[config.mk]
export PLATFORM = sky130hd
export DESIGN_NAME = branch_ctrl
export DESIGN_NICKNAME = d
export VERILOG_FILES = /design/src/rtl/branch_ctrl.sv
export SDC_FILE = /design/constraint.sdc
export NUM_CORES = 1
export LEC_CHECK = 0
export BUFFER_PORTS_ARGS = -buffer_cell sky130_fd_sc_hd__buf_4
export CELL_PAD_IN_SITES_DETAIL_PLACEMENT = 1
export CELL_PAD_IN_SITES_GLOBAL_PLACEMENT = 1
export CORE_UTILIZATION = 30
export CTS_CLUSTER_DIAMETER = 30
export CTS_CLUSTER_SIZE = 16
export DETAILED_ROUTE_END_ITERATION = 10
export PLACE_DENSITY_LB_ADDON = 0.05
export SYNTH_ARGS = -nofsm -noshare
export SYNTH_HDL_FRONTEND = slang
export SYNTH_SLANG_ARGS = --single-unit
[constraint.sdc]
create_clock -name clock -period 2.2 [get_ports clock]
set_clock_uncertainty 0.05 [all_clocks]
set_input_delay 0.11 -clock clock [delete_from_list [all_inputs] [get_ports clock]]
set_output_delay 0.11 -clock clock [all_outputs]
set_load 0.03 [all_outputs]
[src/rtl/branch_ctrl.sv]
`default_nettype none
// ============================================================================
//  Module      : branch_ctrl
//  Description : ID-stage branch/jump sequencer around the compare unit.
//                Decodes br_type into the compare code, stalls ID until the
//                operands are available, and makes the taken/not-taken
//                decision combinationally in the same cycle. A taken
//                branch/jump redirects the PC and squashes the wrong-path
//                IF/ID instruction for one cycle (no delay slot). It also
//                keeps saturating branch statistics.
//
//  Ports       : clock, reset           - rising-edge clock, sync active-high reset
//                id_valid, br_type      - ID instruction and its branch class
//                rs_ready, rt_ready     - operand availability
//                kill                   - squash of the ID instruction
//                is_branch              - compare-unit result
//                br_target, rs_val      - redirect candidates
//                cmp_code               - compare-unit opcode
//                stall, flush           - pipeline hold / IF-ID squash
//                pc_sel, pc_next        - PC redirect
//                link_we                - $ra write strobe for jal
//                wait_err               - sticky operand-wait overrun flag
//                br_count, taken_count  - saturating statistics
//
//  Revision    : 1.0 - initial release
// ============================================================================
module branch_ctrl #(
    parameter int CNT_W    = 16,
    parameter int MAX_WAIT = 8,
    parameter int WAIT_W   = 4
) (
    input  logic             clock,
    input  logic             reset,
    input  logic             id_valid,
    input  logic [2:0]       br_type,
    input  logic             rs_ready,
    input  logic             rt_ready,
    input  logic             kill,
    input  logic             is_branch,
    input  logic [31:0]      br_target,
    input  logic [31:0]      rs_val,
    output logic [1:0]       cmp_code,
    output logic             stall,
    output logic             flush,
    output logic             pc_sel,
    output logic [31:0]      pc_next,
    output logic             link_we,
    output logic             wait_err,
    output logic [CNT_W-1:0] br_count,
    output logic [CNT_W-1:0] taken_count
);

    // State encoding
    localparam logic [1:0] c_ST_IDLE  = 2'd0;
    localparam logic [1:0] c_ST_WAIT  = 2'd1;
    localparam logic [1:0] c_ST_FLUSH = 2'd2;

    // Branch type encoding
    localparam logic [2:0] c_BR_BEQ = 3'b001;
    localparam logic [2:0] c_BR_BNE = 3'b010;
    localparam logic [2:0] c_BR_J   = 3'b011;
    localparam logic [2:0] c_BR_JAL = 3'b100;
    localparam logic [2:0] c_BR_JR  = 3'b101;

    localparam logic [WAIT_W-1:0] c_WAIT_MAX = WAIT_W'(MAX_WAIT);
    localparam logic [WAIT_W-1:0] c_WAIT_ONE = {{(WAIT_W-1){1'b0}}, 1'b1};
    localparam logic [CNT_W-1:0]  c_CNT_MAX  = {CNT_W{1'b1}};
    localparam logic [CNT_W-1:0]  c_CNT_ONE  = {{(CNT_W-1){1'b0}}, 1'b1};

    logic [1:0]        r_state;
    logic [1:0]        w_state_nxt;
    logic [WAIT_W-1:0] r_wait_cnt;
    logic [WAIT_W-1:0] w_wait_nxt;
    logic              r_wait_err;
    logic [CNT_W-1:0]  r_br_count;
    logic [CNT_W-1:0]  r_taken_count;

    logic              w_type_ok;
    logic              w_present;
    logic              w_ops_ready;
    logic              w_stall;
    logic              w_decide;
    logic              w_taken;
    logic [1:0]        w_cmp_code;

    assign w_type_ok = (br_type >= c_BR_BEQ) && (br_type <= c_BR_JR);

    // FLUSH ignores the ID instruction entirely; kill and reset suppress it.
    assign w_present = ~reset & id_valid & w_type_ok & ~kill &
                       (r_state != c_ST_FLUSH);

    always_comb begin
        w_ops_ready = 1'b1;
        case (br_type)
            c_BR_BEQ, c_BR_BNE: w_ops_ready = rs_ready & rt_ready;
            c_BR_JR:            w_ops_ready = rs_ready;
            default:            w_ops_ready = 1'b1;
        endcase
    end

    always_comb begin
        w_cmp_code = 2'b00;
        if (w_present) begin
            case (br_type)
                c_BR_BEQ:                   w_cmp_code = 2'b01;
                c_BR_BNE:                   w_cmp_code = 2'b10;
                c_BR_J, c_BR_JAL, c_BR_JR:  w_cmp_code = 2'b11;
                default:                    w_cmp_code = 2'b00;
            endcase
        end
    end

    assign w_stall  = w_present & ~w_ops_ready;
    assign w_decide = w_present & w_ops_ready;
    assign w_taken  = w_decide & is_branch;

    // Only a stalled branch keeps WAIT_OPS; decisions, kills, non-branches
    // and the FLUSH cycle all fall back to IDLE unless a redirect happened.
    always_comb begin
        w_state_nxt = c_ST_IDLE;
        if (r_state != c_ST_FLUSH) begin
            if (w_stall) begin
                w_state_nxt = c_ST_WAIT;
            end else if (w_taken) begin
                w_state_nxt = c_ST_FLUSH;
            end
        end
    end

    // Wait counter runs only across consecutive stall cycles and saturates
    // at MAX_WAIT; anything else clears it.
    always_comb begin
        w_wait_nxt = '0;
        if (w_stall) begin
            if (r_wait_cnt != c_WAIT_MAX) begin
                w_wait_nxt = r_wait_cnt + c_WAIT_ONE;
            end else begin
                w_wait_nxt = r_wait_cnt;
            end
        end
    end

    always_ff @(posedge clock) begin
        if (reset) begin
            r_state       <= c_ST_IDLE;
            r_wait_cnt    <= '0;
            r_wait_err    <= 1'b0;
            r_br_count    <= '0;
            r_taken_count <= '0;
        end else begin
            r_state    <= w_state_nxt;
            r_wait_cnt <= w_wait_nxt;
            if (w_stall && (w_wait_nxt == c_WAIT_MAX)) begin
                r_wait_err <= 1'b1;
            end
            if (w_decide && (r_br_count != c_CNT_MAX)) begin
                r_br_count <= r_br_count + c_CNT_ONE;
            end
            if (w_taken && (r_taken_count != c_CNT_MAX)) begin
                r_taken_count <= r_taken_count + c_CNT_ONE;
            end
        end
    end

    assign cmp_code    = w_cmp_code;
    assign stall       = w_stall;
    assign flush       = (r_state == c_ST_FLUSH);
    assign pc_sel      = w_taken;
    assign pc_next     = w_taken ? ((br_type == c_BR_JR) ? rs_val : br_target)
                                 : 32'h0;
    assign link_we     = w_decide & (br_type == c_BR_JAL);
    assign wait_err    = r_wait_err;
    assign br_count    = r_br_count;
    assign taken_count = r_taken_count;

endmodule
`default_nettype wire

==> results_dict.tcl <==
set metrics [dict create \
    outcome "completed" \
    synth_edf_count 0 \
    path_cells "nor2b_1 -> nor4b_4 -> buf_4 -> nand3_2 -> nor4_1 -> mux2_1" \
    drt-pass1-iter-count 4 \
    dp_hpwl_um 7380 \
    drt_iter0_drc 75 \
    cts_htree_levels 2 \
    irDropWorstVdd_uv 195 \
    crit_path_start_kind "register" \
    r2r_cells 6 \
    regToRegStartpoint "r_state[1]" \
    die_x_um 94.9 \
    gp_congestion 0.795 \
    coreArea_mm2 0.00830 \
    ctsRootBufferMaster "clkbuf_8" \
    finalCritPeriodShare_pct 94.6 \
    clock_sinks 39 \
    clk_latency_ns 0.29 \
    internal_power_mw 1.06 \
    nets 601 \
    clk_path_buf_depth 2 \
    ys.warnings.count 0 \
    clockPowerShare_pct 33.6 \
    fin_setup_tns_ns 0 \
    syn-num-nets 443 \
    critical_path_class "reg2reg" \
    power-per-cell-area_mw_per_mm2 357 \
    leakage_nw 1.81 \
    clkTransAtPathRegs_ns 0.08 \
    tightest_slew_ns 0.488 \
    ant_nets 0 \
    grtUsageTotal_pct 21.7 \
    cp.depth 6 \
    max_stage_delay_ns 0.40 \
    syn_to_final_growth_pct 56.1 \
    critPathSlowestCell "nor4_1" \
    finalSetupViolations 0 \
    cp_num_buf_inv 1 \
    async_flop_share_pct 0 \
    antenna_found_initial 0 \
    cp_data_required_time_ns 2.32 \
    vias_per_cell 5.22 \
    synth_cells 365 \
    initial_utilization_pct 31.2 \
    rsz0062_at_grt "yes" \
    stdcell_area_mm2 0.00404 \
    maxSlewHeadroom_pct 67.2 \
    grt_max_degree 39 \
    num_antenna_cells 0 \
    io_buffers 144 \
    rrSetupSlack_ns 0.12 \
    power.switching_mw 0.382 \
    cts_made_buffers 5 \
    crit_fanout 14 \
    end_kind "register" \
    maxCapViolCount 0 \
    hold_buffers 0 \
    grt_pass1_vias 3353 \
    wirelength_um 9440 \
    synth_cell_types 48 \
    path_delay_family "simple AND/OR/NAND/NOR gates" \
    grt_pass1_wl_um 15500 \
    ys_seq_area_share_pct 30.2 \
    syn_area_mm2 0.00259 \
    hold_slack_ns 0.253 \
    setup.worst_path.start "r_state[1]" \
    p_seq_share_pct 49.2 \
    drive_gt1_share_pct 36.8 \
    slew_violations 0 \
    pwr-share-comb_pct 17.3 \
    gr-total-overflow 0 \
    cts_tree "built" \
    holdCritPathClass "in2reg" \
    ios 145 \
    row_count 33 \
    drc 0 \
    dr_total_vias 3285 \
    dieArea_mm2 0.00900 \
    switching_share_pct 26.5 \
    die_y_um 94.9 \
    timing.rr.end "br_count[14]" \
    critPathCapture "br_count[14]" \
    avgSynthCellArea_um2 7.09 \
    placed_cell_area_mm2 0.00392 \
    final-hold-violation-count 0 \
    min_period_ns 2.08 \
    arrival_ns 2.20 \
    fmax_mhz 480 \
    min_from "is_branch" \
    synth_ff_type "dfxtp_1" \
    yosys_register_bits 39 \
    wl_per_cell_um 15.0 \
]
-- cell type report --
cell class	count	area, um^2
fill	1073	4260
multi-input combinational	292	1680
timing repair buffer	174	1330
sequential	39	781
tap	105	131
clock buffer	7	76.3
inverter	11	41.3
clock inverter	1	5.00
-- power by group through the flow --
| stage | Combinational (mW) | Clock, mW | Sequential (mW) |
|---|---|---|---|
| 3_3_place_gp | 0.242 | 0 | 0.726 |
| 4_1_cts | 0.253 | 0.509 | 0.710 |
| 2_1_floorplan | 0.100 | 0 | 0.729 |
| 5_1_grt | 0.274 | 0.532 | 0.710 |
| 3_5_place_dp | 0.249 | 0 | 0.726 |
| 6_report | 0.249 | 0.484 | 0.710 |
-- repair_timing --
| item | 4_1_cts | 5_1_grt |
|---|---|---|
| pin swaps | 1 | 1 |
| setup buffers | 3 | 0 |
| resized for setup | 2 | 0 |
| cloned | 0 | 0 |
| setup endpoints to repair | 33 | 4 |
| hold endpoints to repair | 0 | 0 |
-- flip-flops by register name, summed over array words and instances (netlist names) --
signal       count
br_count        16
taken_count     16
r_wait_cnt       4
r_state          2
wait_err         1
-- cell families after synthesis --
kind of cell             share of synthesized area [%]
AND/OR/NAND/NOR                                   37.1
AO/OA/AOI/OAI                                     20.4
flip-flops                                        30.2
buffers and inverters                             5.32
multiplexers                                      4.74
adder cells (fa/ha/maj)                           1.93
XOR/XNOR                                         0.339
-- Yosys cell counts, types with 5 or more instances --
cell | count | area share (%)
nand2_1 | 81 | 12
a21oi_1 | 53 | 10
dfxtp_1 | 39 | 30
clkbuf_1 | 20 | 2.9
nor2_1 | 19 | 2.8
nand3_1 | 18 | 3.5
nor2b_1 | 12 | 2.9
inv_1 | 11 | 1.6
nor3_1 | 10 | 1.9
o21ai_0 | 10 | 1.9
or4_1 | 8 | 2.3
nand4_1 | 7 | 1.7
mux2_2 | 6 | 2.6
or3_1 | 6 | 1.5
o31ai_1 | 5 | 1.5
o41ai_1 | 5 | 1.7
-- worst min-delay path by stage --
stage / cells past startpoint / slack (ns) / end
2_1_floorplan: 1 / 0.29 / link_we
3_3_place_gp: 2 / 0.45 / br_count[3]
3_5_place_dp: 2 / 0.46 / br_count[3]
4_1_cts: 4 / 0.25 / taken_count[15]
5_1_grt: 4 / 0.25 / taken_count[15]
6_report: 4 / 0.25 / taken_count[15]
-- layer usage --
layer  track usage (%)  vias up  routed length [um]
met1              24.8     1557                3910
met2              39.6       96                4850
met5                 0        -                   0
met3              5.88        8                 591
met4              5.30        0                  91
li1                  -     1624                   -
-- cells in the final DEF (no fill, tap or decap), types with 5 or more instances in the layout --
cell      netlist  layout
nand2_1        81      81
nor2b_1        12      12
dfxtp_1        39      39
a21oi_1        53      53
or4_1           8       8
o21ai_0        10      10
mux2_2          6       6
nand4_1         7       7
inv_1          11      11
clkbuf_8        0       5
o41ai_1         5       5
or3_1           6       6
o31ai_1         5       5
nor2_1         19      19
nor3_1         10      10
nand3_1        18      18
buf_4           0     172
-- stage by stage --
| step | power [mW] | worst slack, ns | util [%] | std cells |
|---|---|---|---|---|
| floorplan | 0.829 | -0.0294 | - | 365 |
| global placement | 0.968 | -0.0422 | 47.2 | 618 |
| detailed placement | 0.975 | -0.0762 | 47.2 | 618 |
| CTS | 1.47 | 0.120 | 48.7 | 629 |
| global route | 1.52 | -0.00993 | 48.7 | 629 |
| finish | 1.44 | 0.118 | 48.7 | 629 |
-- worst register-to-register path, cell delays in order, from the launching register on --
cell and delay (ns):
dfxtp_1 0.30, nor2b_1 0.15, nor4b_4 0.26, buf_4 0.18, nand3_2 0.27, nor4_1 0.40
mux2_1 0.36
Note: power is estimated with default switching activity, not from simulation.
